===== config.mk =====
export PLATFORM = sky130hd
export DESIGN_NAME = chiptune_uart_tx_flat
export DESIGN_NICKNAME = d
export VERILOG_FILES = /design/src/rtl/chiptune_uart_tx_if.sv /design/src/rtl/chiptune_uart_tx.sv /design/src/flat_wrapper.sv
export SDC_FILE = /design/constraint.sdc
export NUM_CORES = 1
export LEC_CHECK = 0
export BUFFER_PORTS_ARGS = -buffer_cell sky130_fd_sc_hd__buf_4
export CAP_MARGIN = 40
export CORE_MARGIN = 8
export CORE_UTILIZATION = 50
export CTS_CLUSTER_SIZE = 10
export DETAILED_ROUTE_END_ITERATION = 10
export GPL_TIMING_DRIVEN = 0
export MAX_ROUTING_LAYER = met4
export PLACE_DENSITY = 0.77
export SYNTH_ARGS = -nofsm -noshare
export SYNTH_HDL_FRONTEND = slang
export SYNTH_SLANG_ARGS = --single-unit

===== constraint.sdc =====
create_clock -name clk -period 3.99 [get_ports clk]
set_input_delay 0 -clock clk [delete_from_list [all_inputs] [get_ports clk]]
set_output_delay 0 -clock clk [all_outputs]
set_load 0.02 [all_outputs]

===== src/rtl/chiptune_uart_tx_if.sv =====
// rtl/chiptune_uart_tx_if.sv - request, register bytes and serial status of the chiptune UART sender
interface chiptune_uart_tx_if;
   logic       start;
   logic [7:0] reg_4000;
   logic [7:0] reg_4001;
   logic [7:0] reg_4002;
   logic [7:0] reg_4003;
   logic       tx;
   logic       busy;
   logic       done;

   modport master (
      output start, reg_4000, reg_4001, reg_4002, reg_4003,
      input  tx, busy, done
   );

   modport slave (
      input  start, reg_4000, reg_4001, reg_4002, reg_4003,
      output tx, busy, done
   );
endinterface


===== src/rtl/chiptune_uart_tx.sv =====
// rtl/chiptune_uart_tx.sv - 8N1 sender for one four-byte APU pulse-channel register message
module chiptune_uart_tx #(
   parameter int CLKRATE  = 1_790_000,
   parameter int BAUDRATE = 9600,
   parameter int GAP_BITS = 2
) (
   input  logic              clk,
   input  logic              rst_n,
   chiptune_uart_tx_if.slave bus
);
   localparam int DIVISOR = CLKRATE / BAUDRATE;
   localparam int BW      = (DIVISOR > 1) ? $clog2(DIVISOR) : 1;
   localparam int GW      = (GAP_BITS > 0) ? $clog2(GAP_BITS + 1) : 1;
   localparam logic [BW-1:0] BAUD_LAST = BW'(DIVISOR - 1);
   localparam logic [GW-1:0] GAP_LAST  = GW'(GAP_BITS - 1);

   typedef enum logic [2:0] {
      S_IDLE,
      S_START,
      S_DATA,
      S_STOP,
      S_GAP
   } state_t;

   state_t        state, state_nxt;
   logic [BW-1:0] baud_cnt, baud_cnt_nxt;
   logic [2:0]    bit_idx, bit_idx_nxt;
   logic [1:0]    byte_idx, byte_idx_nxt;
   logic [GW-1:0] gap_cnt, gap_cnt_nxt;
   logic [31:0]   snap, snap_nxt;
   logic          tx_q, tx_nxt;
   logic          busy_q, busy_nxt;
   logic          done_q, done_nxt;
   logic [7:0]    cur_byte;
   logic          baud_tick;
   logic          accept;

   assign baud_tick = (baud_cnt == BAUD_LAST);
   assign accept    = bus.start && !busy_q;

   always_ff @(posedge clk) begin
      if (!rst_n) begin
         state    <= S_IDLE;
         baud_cnt <= '0;
         bit_idx  <= '0;
         byte_idx <= '0;
         gap_cnt  <= '0;
         snap     <= '0;
         tx_q     <= 1'b1;
         busy_q   <= 1'b0;
         done_q   <= 1'b0;
      end else begin
         state    <= state_nxt;
         baud_cnt <= baud_cnt_nxt;
         bit_idx  <= bit_idx_nxt;
         byte_idx <= byte_idx_nxt;
         gap_cnt  <= gap_cnt_nxt;
         snap     <= snap_nxt;
         tx_q     <= tx_nxt;
         busy_q   <= busy_nxt;
         done_q   <= done_nxt;
      end
   end

   always_comb begin
      state_nxt    = state;
      baud_cnt_nxt = baud_tick ? '0 : baud_cnt + 1'b1;
      bit_idx_nxt  = bit_idx;
      byte_idx_nxt = byte_idx;
      gap_cnt_nxt  = gap_cnt;
      snap_nxt     = snap;
      case (state)
         S_IDLE: begin
            // Counter restarts at acceptance so the first start bit is full length
            baud_cnt_nxt = '0;
            if (accept) begin
               state_nxt    = S_START;
               snap_nxt     = {bus.reg_4003, bus.reg_4002, bus.reg_4001, bus.reg_4000};
               bit_idx_nxt  = '0;
               byte_idx_nxt = '0;
               gap_cnt_nxt  = '0;
            end
         end
         S_START: begin
            if (baud_tick) begin
               state_nxt   = S_DATA;
               bit_idx_nxt = '0;
            end
         end
         S_DATA: begin
            if (baud_tick) begin
               bit_idx_nxt = bit_idx + 3'd1;
               if (bit_idx == 3'd7) begin
                  state_nxt = S_STOP;
               end
            end
         end
         S_STOP: begin
            if (baud_tick) begin
               if (byte_idx == 2'd3) begin
                  state_nxt   = S_GAP;
                  gap_cnt_nxt = '0;
               end else begin
                  state_nxt    = S_START;
                  byte_idx_nxt = byte_idx + 2'd1;
               end
            end
         end
         S_GAP: begin
            if (baud_tick) begin
               if (gap_cnt == GAP_LAST) begin
                  state_nxt    = S_IDLE;
                  byte_idx_nxt = '0;
                  gap_cnt_nxt  = '0;
               end else begin
                  gap_cnt_nxt = gap_cnt + 1'b1;
               end
            end
         end
         default: begin
            state_nxt = S_IDLE;
         end
      endcase
   end

   // Outputs are decoded from the next state so the flops present the new level on the same edge
   always_comb begin
      cur_byte = snap_nxt[8*byte_idx_nxt +: 8];
      busy_nxt = (state_nxt != S_IDLE);
      done_nxt = (state == S_GAP) && (state_nxt == S_IDLE);
      tx_nxt   = 1'b1;
      case (state_nxt)
         S_START: tx_nxt = 1'b0;
         S_DATA:  tx_nxt = cur_byte[bit_idx_nxt];
         default: tx_nxt = 1'b1;
      endcase
   end

   assign bus.tx   = tx_q;
   assign bus.busy = busy_q;
   assign bus.done = done_q;
endmodule


===== src/flat_wrapper.sv =====
// flat-port wrapper written by rule: the top's interface ports become plain ports
module chiptune_uart_tx_flat 
#(
   parameter int CLKRATE  = 1_790_000,
   parameter int BAUDRATE = 9600,
   parameter int GAP_BITS = 2
)
  (clk, rst_n, bus_start, bus_reg_4000, bus_reg_4001, bus_reg_4002, bus_reg_4003, bus_tx, bus_busy, bus_done);
  chiptune_uart_tx_if bus_i ();
  input  logic clk;
  input  logic rst_n;
  input wire logic [$bits(bus_i.start)-1:0] bus_start;
  input wire logic [$bits(bus_i.reg_4000)-1:0] bus_reg_4000;
  input wire logic [$bits(bus_i.reg_4001)-1:0] bus_reg_4001;
  input wire logic [$bits(bus_i.reg_4002)-1:0] bus_reg_4002;
  input wire logic [$bits(bus_i.reg_4003)-1:0] bus_reg_4003;
  output wire logic [$bits(bus_i.tx)-1:0] bus_tx;
  output wire logic [$bits(bus_i.busy)-1:0] bus_busy;
  output wire logic [$bits(bus_i.done)-1:0] bus_done;
  assign bus_i.start = bus_start;
  assign bus_i.reg_4000 = bus_reg_4000;
  assign bus_i.reg_4001 = bus_reg_4001;
  assign bus_i.reg_4002 = bus_reg_4002;
  assign bus_i.reg_4003 = bus_reg_4003;
  assign bus_tx = bus_i.tx;
  assign bus_busy = bus_i.busy;
  assign bus_done = bus_i.done;
  chiptune_uart_tx #(.CLKRATE(CLKRATE), .BAUDRATE(BAUDRATE), .GAP_BITS(GAP_BITS)) u_core (.clk(clk), .rst_n(rst_n), .bus(bus_i));
endmodule

Yosys cells after proc, flatten, opt, wreduce, memory -nomap -nowiden:

Cells that the tools add are included.

* register bits: 53
* input bits: 35
* output and inout bits: 3

* add/subtract/negate cells: 4
* $lt $le $gt $ge: 1
* equal/unequal tests: 14
* shift-type cells: 1
* mux-type cells: 30
* bitwise logic cells: 1
* reductions and logical operators: 9

Operator list (number)
* 32-bit 2-to-1 mux: 2
* 3-bit 2-to-1 mux: 11
* 32-bit by 6-bit indexed part select with 8-bit output: 1
* 2-bit 2-to-1 mux: 10
* 3-bit one-hot mux with 5 select lines: 1
* 2-bit one-hot mux with 3 select lines: 2
* 3-bit by 2-bit == test with 1-bit output (second input constant): 3
* 3-bit one-hot mux with 3 select lines: 1
* 8-bit by 1-bit adder with 8-bit output (second input constant): 1
* 8-bit == test (second input constant): 1
* 2-bit by 1-bit inequality test with 1-bit output (second input constant): 4
* 3-bit by 1-bit == test with 1-bit output (second input constant): 2
* 3-bit == test (second input constant): 2
* 3-bit zero test: 2
* 3-bit nonzero test: 2
* 5-bit AND reduction: 1
* 2-bit by 1-bit adder with 2-bit output (second input constant): 2
* 3-bit by 4-bit less-than comparator with 1-bit output (second input constant): 1
* 3-bit by 1-bit adder with 3-bit output (second input constant): 1
* 1-bit binary-select mux with 3-bit select: 1
* 3-bit OR reduction: 1
* 2-bit by 1-bit == test with 1-bit output (second input constant): 1
* 2-bit == test (second input constant): 1
* 1-bit logical AND: 2
* other kinds (4): 4

Longest topological paths before layout:

Gate-level depths: netlist of the first run.

* depth after elaboration: 8
* gate-level depth with buffers: 15
* gate-level depth less buffers: 14

Least setup slack after synthesis of the first run:

Ideal clock, no wire load.

* path type: register -> register
* from: register u_core.baud_cnt[0]
* to: register u_core.tx_q (netlist: u_core.bus.tx)
* setup time: 0.136 ns
* arrival: 2.881 ns
* required time: 3.854 ns
* path slack: 0.974 ns
* stages on the path, launching flop included: 15
* cell sequence: dfxtp_1 > ha_1 > nand3_1 > nor2_1 > inv_1 > ha_1 > or3b_2 > a21oi_1 > a21o_1 > clkbuf_1 > nor2_1 > a32oi_1 > o22ai_1 > a2111oi_2 > a31oi_1

* cells in the longest elaborated chain, start to end: 7
* elaborated cells on any way between the ends: 18
* classes of those cells: 3 x eq/ne; 1 x shift; 14 x mux

RTL lines
* start, declared: RTL line chiptune_uart_tx.sv:26 `logic [BW-1:0] baud_cnt, baud_cnt_nxt;`
* start signal, assigned: RTL line chiptune_uart_tx.sv:54 `baud_cnt <= baud_cnt_nxt;`
* 8-bit == test (*): RTL line chiptune_uart_tx.sv:38 `assign baud_tick = (baud_cnt == BAUD_LAST);`
* 2-bit 2-to-1 mux, on equally long branches: RTL line chiptune_uart_tx.sv:110, chiptune_uart_tx.sv:99
* 2-bit one-hot mux with 3 select lines: RTL line chiptune_uart_tx.sv:72 `case (state)`
* 32-bit by 6-bit indexed part select with 8-bit output: RTL line chiptune_uart_tx.sv:128 `cur_byte = snap_nxt[8*byte_idx_nxt +: 8];`
* 1-bit binary-select mux with 3-bit select: RTL line chiptune_uart_tx.sv:134 `S_DATA: tx_nxt = cur_byte[bit_idx_nxt];`
* 1-bit 2-to-1 mux (implied by the code): RTL line chiptune_uart_tx.sv:134
* 1-bit one-hot mux with 2 select lines (*): RTL line chiptune_uart_tx.sv:132 `case (state_nxt)`
* end signal, assigned: RTL line chiptune_uart_tx.sv:59 `tx_q <= tx_nxt;`
* end, declared: RTL line chiptune_uart_tx.sv:31 `logic tx_q, tx_nxt;`

Every way passes the cells marked *; elsewhere a longest branch is shown, timed or not. The select of a mux whose other input is x is not followed.
A chain may end at the register's enable or synchronous reset.

Worst setup path in the final report of the first run:

Ends and elaborated chain as after synthesis.

==> results of run 1 <==
[state kept, by name, indices dropped and copies added (netlist names)]
register         flops
u_core.baud_cnt      8
u_core.gap_cnt       2
u_core.bus.tx        1
u_core.snap         32
u_core.byte_idx      2
u_core.state         3
u_core.bit_idx       3
u_core.bus.busy      1
u_core.bus.done      1
[per-stage QoR]
stage	power, uW	utilization	area (um^2)	worst slack [ps]	std cells
finish	1130	0.662	3670	320	509
detailed placement	750	0.587	3250	360	471
CTS	1130	0.662	3670	363	509
floorplan	684	-	2890	974	363
global route	1190	0.662	3670	90.1	509
global placement	746	0.587	3250	422	471
[area by class of cell]
cell class	count	area share
timing repair buffer	67	0.158
buffer	22	0.0252
tap	72	0.0245
clock buffer	5	0.0188
multi-input combinational	283	0.468
inverter	5	0.00511
sequential	53	0.289
clock inverter	2	0.0106
[metal layers]
| layer | wire length [um] | up-vias | track usage |
|---|---|---|---|
| met5 | 0 | - | - |
| met4 | 156 | 0 | 0.0644 |
| met3 | 279 | 17 | 0.0326 |
| met2 | 4150 | 70 | 0.352 |
| met1 | 3560 | 1328 | 0.230 |
| li1 | - | 1430 | - |
[synthesized netlist by cell type, types with 3 or more instances]
cell type	n	area share
or3_1	5	0.011
ha_1	5	0.022
and3_1	4	0.0087
nor2_1	31	0.040
a21oi_1	14	0.024
a21o_1	4	0.010
nor2b_1	6	0.013
nand3b_1	5	0.013
o22ai_1	3	0.0065
a311oi_1	3	0.0091
nand3_1	9	0.016
a31oi_1	7	0.015
inv_1	5	0.0065
and2_1	7	0.015
clkbuf_1	17	0.022
a21boi_0	32	0.083
nor3_1	11	0.019
o21ai_0	5	0.0087
xor2_1	6	0.018
nand2_1	75	0.097
dfxtp_1	53	0.37
[placed cells by master (no fill, tap or decap), drive strengths merged, types with 2 or more instances in the layout]
| master | netlist | final |
|---|---|---|
| a2111oi | 3 | 3 |
| or2 | 2 | 2 |
| nor2 | 32 | 32 |
| o21ai | 7 | 7 |
| a21o | 4 | 4 |
| or3b | 3 | 3 |
| or3 | 5 | 5 |
| and4 | 2 | 2 |
| clkbuf | 17 | 22 |
| inv | 5 | 6 |
| o22ai | 3 | 3 |
| nor4 | 2 | 2 |
| xnor2 | 2 | 2 |
| a211oi | 3 | 3 |
| nand4 | 2 | 2 |
| ha | 5 | 5 |
| dfxtp | 53 | 53 |
| o311ai | 2 | 2 |
| nand3b | 5 | 5 |
| a21boi | 32 | 32 |
| a311oi | 3 | 3 |
| dlygate4sd3 | 0 | 31 |
| nand2 | 77 | 77 |
| nor2b | 6 | 6 |
| o21a | 2 | 2 |
| xor2 | 6 | 6 |
| nand3 | 9 | 9 |
| a21oi | 14 | 14 |
| a32oi | 2 | 2 |
| o211a | 2 | 2 |
| buf | 5 | 41 |
| nor3 | 11 | 11 |
| a31oi | 7 | 7 |
| and2 | 7 | 7 |
| mux2i | 2 | 2 |
| and3 | 4 | 4 |
[worst paths after layout]
check                                                   to  slack, ps  depth (start not counted)
worst min register to register  u_core.snap[15]$_SDFF_PN0_        470                          2
worst min-delay path            u_core.snap[31]$_SDFF_PN0_        140                          2
worst max register to register    u_core.bus.tx$_SDFF_PN1_        320                         14
worst max-delay path              u_core.bus.tx$_SDFF_PN1_        320                         14
[where the power goes]
part           internal [uW]  total [uW]  switching (uW)
combinational           92.1         194             102
clock                    186         367             181
sequential               555         572            16.7
[kinds of logic (layout without fill, tap and decap cells)]
group                      count (synthesis)  after routing  synth area share
and+or+nand+nor                          174            174             0.293
AOI/OAI and AO/OA                         93             93             0.241
muxes                                      3              3            0.0147
buffers and inverters                     27            101            0.0385
xor gates and xnor gates                   8              8            0.0242
adders and majority gates                  5              5            0.0216
DFF                                       53             53             0.367
==> summary.md, run 1 <==
| Metric | Value |
|---|---|
| Wirelength per Cell | `between 15 and 20 um` |
| Worst hold start | `rst_n` |
| Worst setup path class | `reg2reg` |
| #FFs+latches synth | `53` |
| Vias per std cell | `~5.6` |
| Mapped Area | `between 2000 and 3000 um^2` |
| Static Leak | `0.00144 uW` |
| Initial DRC count | `162` |
| Root Driver | `clkbuf_8` |
| Setup violators final | `0` |
| Vias in the first global route | `~2900` |
| Num CTS Buffers | `5` |
| Total GRT Usage | `0.202` |
| Total Wirelength | `8.15 mm` |
| DR vias | `2845` |
| HPWL after DPL | `around 5.7 mm` |
| RSZ-0062 raised after global routing | `false` |
| Slew margin rel. | `0.572` |
| Starting Density | `0.522` |
| H-tree levels | `2` |
| Critical Path RT | `roughly 4200 ps` |
| Crit Path Max Fanout | `10` |
| Fmax | `272 MHz` |
| Hold WC Path Type | `in2reg` |
| Clk_skew | `around 8.3 ps` |
| Ys async rst share | `0` |
| Fill cells | `460` |
| Worst-path cell chain | `ha_1 > nand3_1 > nor2_1 > inv_1 > ha_1 > or3b_2 > a21oi_1 > a21o_1 > clkbuf_1 > nor2_1 > a32oi_1 > o22ai_1 > a2111oi_2 > a31oi_1` |
| Synth Flop Type | `dfxtp_1` |
| Fin crit share | `0.920` |
| Worst setup EP type | `flop` |
| Yosys Warn Count | `0` |
| Reg2reg start | `u_core.baud_cnt[0]$_SDFF_PP0_` |
| Syn_nets | `approximately 400` |
| Startpoint type of the worst setup path | `flop` |
| Worst-margin pin slew | `between 600 and 700 ps` |
| Final Net Count | `477` |
| Status | `completed` |
| Multi-input combinational cell area | `approximately 1700 um^2` |
| Clk_lat worst skew | `310 ps` |
| Post-CTS Resized | `0` |
| First-pass GRT wire length | `13.8 mm` |
| Synth Area per Inst | `7.97 um^2` |
| Routability cong. | `0.917` |
| CP bufs+invs | `2` |
| Hold WS | `143 ps` |
| Critical path's largest stage delay | `around 440 ps` |
| Die Y | `~92 um` |
| Final hold vios | `0` |
| Crit path DAT | `3860 ps` |
| # DRC | `0` |
| Initial antenna violation count | `0` |
| CTS tree | `done` |
| Worst Setup SP | `u_core.baud_cnt[0]$_SDFF_PP0_` |
| Max Cap Viol | `0` |
| Seq/Total Area, Yosys | `0.367` |
| Worst IR Drop VDD | `0.000266 V` |
| Hold Buf Count CTS | `31` |
| Post-CTS setup buffers | `0` |
| Synth unique cells | `60` |
| Total core area | `5540 um^2` |
| CP max-delay cell | `or3b_2` |
| Power Dens Cells | `309 nW/um^2` |
| FF/Latch Area | `approximately 1100 um^2` |
| Final min period | `roughly 3700 ps` |
| CP top delay family | `compound AO/OA/AOI/OAI gates` |
| FP Rows | `27` |
| GRT Residual Overflow | `0` |
| Area Overhead vs Synth | `26.9%` |
| Instance count of the mapped netlist | `363` |
| # IOs | `38` |
| Final Max Tran Viols | `0` |
| First drt pass iteration count | `4` |
| Clk sinks | `53` |
| Number of port buffers | `36` |
| Largest net degree at the start of global routing | `17` |
| Final antenna-violating net count | `0` |
| Share of layout cells above drive strength 1 | `0.135` |
| DIE AREA | `8470 um^2` |
| Clock tree buffer depth | `2` |
| Ant. Diodes | `0` |
| Worst-path clk slew | `around 100 ps` |
| EDFF count, synth | `0` |
| Fin Setup TNS | `0 ps` |
| Die X | `around 90 um` |
Power figures use the tool's default switching activity.
==> inputs of run 2 (changes only) <==
- CORE_UTILIZATION: 50 -> 57
- PLACE_DENSITY: 0.77 -> 0.85
==> run 2 against run 1 <==
Compared with the run above:
- worst setup slack gained 210 ps
- die area shrank 10%
- sequential cell count is the same
- critical path depth is the same
- core utilization grew 7.5 points
- non-clock buffer count is the same
- critical path type unchanged
==> summary.md, run 2 (synthesis results as in run 1) <==
| Metric | Value |
|---|---|
| Status | `completed (unchanged)` |
| Sw Pwr | `296 uW (was 300 uW)` |
| Clock share of power | `0.355 (was 0.324)` |
| First-pass GRT wire length | `13.1 mm (was 13.8 mm)` |
| # DRC | `0 (unchanged)` |
| Starting Density | `0.577 (was 0.522)` |
| DIE AREA | `7610 um^2 (was 8470 um^2)` |
| Number of flip-flops under the largest register name | `32 (unchanged)` |
| Num CTS Buffers | `5 (unchanged)` |
| Final Cell Area | `3690 um^2 (was 3670 um^2)` |
| H-tree levels | `2 (unchanged)` |
| Clk_lat worst skew | `310 ps (about the same)` |
| Worst hold start | `rst_n (unchanged)` |
| Fin crit share | `0.867 (was 0.920)` |
| Worst-path clk slew | `100 ps (about the same)` |
| Most frequent cells in the layout | `nand2_1, dfxtp_1, buf_4, a21boi_0 (unchanged)` |
| Biggest regs | `u_core.snap x32, u_core.baud_cnt x8 (unchanged)` |
| Crit path DAT | `3630 ps (was 3860 ps)` |
| Total core area | `5010 um^2 (was 5540 um^2)` |
| Post-layout util | `0.737 (was 0.662)` |
| Number of port buffers | `36 (unchanged)` |
| Worst-margin pin slew | `663 ps (was 634 ps)` |
| Crit Reg-Reg Endpoint | `u_core.bus.tx$_SDFF_PN1_ (unchanged)` |
| Startpoint type of the worst setup path | `flop (unchanged)` |
| Clk_skew | `6.43 ps (was 8.34 ps)` |
| Final hold vios | `0 (unchanged)` |
| Hold WC Path Type | `in2reg (unchanged)` |
| Initial antenna violation count | `0 (unchanged)` |
| Sw Ratio | `0.248 (was 0.265)` |
| Ant. Diodes | `0 (unchanged)` |
| Final Max Tran Viols | `0 (unchanged)` |
| GRT Residual Overflow | `0 (unchanged)` |
| Die X | `87.2 um (was 92.0 um)` |
| Area Overhead vs Synth | `27.7% (was 26.9%)` |
| Total Wirelength | `8.01 mm (was 8.15 mm)` |
| Final min period | `3460 ps (was 3670 ps)` |
| Crit Path Max Fanout | `10 (unchanged)` |
| Power Dens Cells | `323 nW/um^2 (was 309 nW/um^2)` |
| FP Rows | `26 (was 27)` |
| DR vias | `3005 (was 2845)` |
| HPWL after DPL | `5.41 mm (was 5.74 mm)` |
| Dpl cells | `469 (was 471)` |
| Combinational cell fraction of total power | `0.164 (was 0.171)` |
| Reg2reg setup slack | `530 ps (was 320 ps)` |
| Final Net Count | `477 (unchanged)` |
| CTS tree | `done (unchanged)` |
| Dpl cell area | `3250 um^2 (about the same)` |
| Fmax | `289 MHz (was 272 MHz)` |
| Worst IR Drop VDD | `0.000242 V (was 0.000266 V)` |
| Routability cong. | `0.939 (was 0.917)` |
| Internal | `897 uW (was 833 uW)` |
| R2R cell count | `14 (unchanged)` |
| Critical Path RT | `4160 ps (was 4180 ps)` |
| Initial DRC count | `347 (was 162)` |
| Share of layout cells above drive strength 1 | `0.137 (was 0.135)` |
| Total GRT Usage | `0.222 (was 0.202)` |
| Final antenna-violating net count | `0 (unchanged)` |
| Tot Pwr | `1190 uW (was 1130 uW)` |
| Post-CTS Resized | `0 (unchanged)` |
| Fin cells | `508 (was 509)` |
| First drt pass iteration count | `5 (was 4)` |
| Hold Path Sink | `u_core.snap[5]$_SDFF_PN0_ (was u_core.snap[31]$_SDFF_PN0_)` |
| # IOs | `38 (unchanged)` |
| Sequential power share | `0.481 (was 0.505)` |
| Slew margin rel. | `0.555 (was 0.572)` |
| Worst setup path class | `reg2reg (unchanged)` |
| Largest net degree at the start of global routing | `17 (unchanged)` |
| Max Cap Viol | `0 (unchanged)` |
| Clock tree buffer depth | `2 (unchanged)` |
| Vias per std cell | `5.92 (was 5.59)` |
| Die Y | `87.2 um (was 92.0 um)` |
| Setup violators final | `0 (unchanged)` |
| Most flop-heavy register | `u_core.snap (unchanged)` |
| Commonest non-fill, non-tap cell in the layout | `nand2_1 (unchanged)` |
| Wirelength per Cell | `15.8 um (was 16.0 um)` |
| Root Driver | `clkbuf_8 (unchanged)` |
| RSZ-0062 raised after global routing | `false (unchanged)` |
| Fin Setup TNS | `0 ps (unchanged)` |
| Vias in the first global route | `2858 (was 2863)` |
| Static Leak | `0.00145 uW (was 0.00144 uW)` |
| Reg2reg start | `u_core.baud_cnt[0]$_SDFF_PP0_ (unchanged)` |
| Worst setup EP type | `flop (unchanged)` |
| Hold Crit Depth | `2 (unchanged)` |
| Clk sinks | `53 (unchanged)` |
==> run 2: cell types whose count changed in the layout (fill, tap and decap cells not counted) <==
cell / before / now
bufinv_16: 1 / 2
clkinv_2: 0 / 1
inv_6: 1 / 0
==> run 2: critical path, cell delays in order (launching register included) <==
cell       delay [ps]
dfxtp_1           400
ha_1              190
nand3_1           160
nor2_1            210
inv_1             150
ha_1              280
or3b_2            430
a21oi_1           180
a21o_1            100
clkbuf_1          340
nor2_1            100
a32oi_1           160
o22ai_1           120
a2111oi_2         330
a31oi_1           160
==> run 2: what timing repair did <==
item | CTS | global route
hold buffers | 31 | 0
buffers inserted | 0 | 0
hold endpoints to repair | 31 | 0
==> run 2: per-layer routing <==
metal / GRT usage / part of all wire / vias up
met5: - / 0 / -
met4: 0.116 / 0.052 / 0
met3: 0.0443 / 0.072 / 42
met2: 0.353 / 0.47 / 161
met1: 0.259 / 0.40 / 1370
li1: - / - / 1432
==> run 2: area by class of cell <==
cell class | count | area, um^2
plain buffers | 22 | 92.6
clock buffers | 5 | 68.8
clock inverters | 3 | 65.1
fillers | 371 | 1320
inverters | 5 | 18.8
multi-input cells | 283 | 1720
flip-flops and latches | 53 | 1060
well taps | 70 | 87.6
repair buffers | 67 | 581
==> run 2: how the worst max path moves through the flow <==
stage | start | endpoint | slack (ps) | depth (start not counted)
final | u_core.baud_cnt[0]$_SDFF_PP0_ | u_core.bus.tx$_SDFF_PN1_ | 530 | 14
after global routing | u_core.baud_cnt[0]$_SDFF_PP0_ | u_core.bus.tx$_SDFF_PN1_ | 240 | 14
after CTS | u_core.baud_cnt[0]$_SDFF_PP0_ | u_core.bus.tx$_SDFF_PN1_ | 540 | 14
after detailed placement | u_core.baud_cnt[0]$_SDFF_PP0_ | u_core.bus.tx$_SDFF_PN1_ | 580 | 14
after global placement | u_core.baud_cnt[0]$_SDFF_PP0_ | u_core.bus.tx$_SDFF_PN1_ | 600 | 14
after floorplan | u_core.baud_cnt[0]$_SDFF_PP0_ | u_core.bus.tx$_SDFF_PN1_ | 970 | 14
==> run 2: power by group through the flow <==
| stage | Combinational [uW] | Sequential, uW | Clock [uW] |
|---|---|---|---|
| after global placement | 159 | 584 | 0 |
| after floorplan | 103 | 581 | 0 |
| after global routing | 214 | 576 | 448 |
| final | 196 | 574 | 424 |
| after CTS | 189 | 573 | 427 |
| after detailed placement | 163 | 585 | 0 |
==> run 2: metrics by stage <==
stage	hold WS (ps)	worst slack, ps
finish	193	531
global route	223	245
CTS	193	538
detailed placement	269	578
global placement	262	601
floorplan	145	974
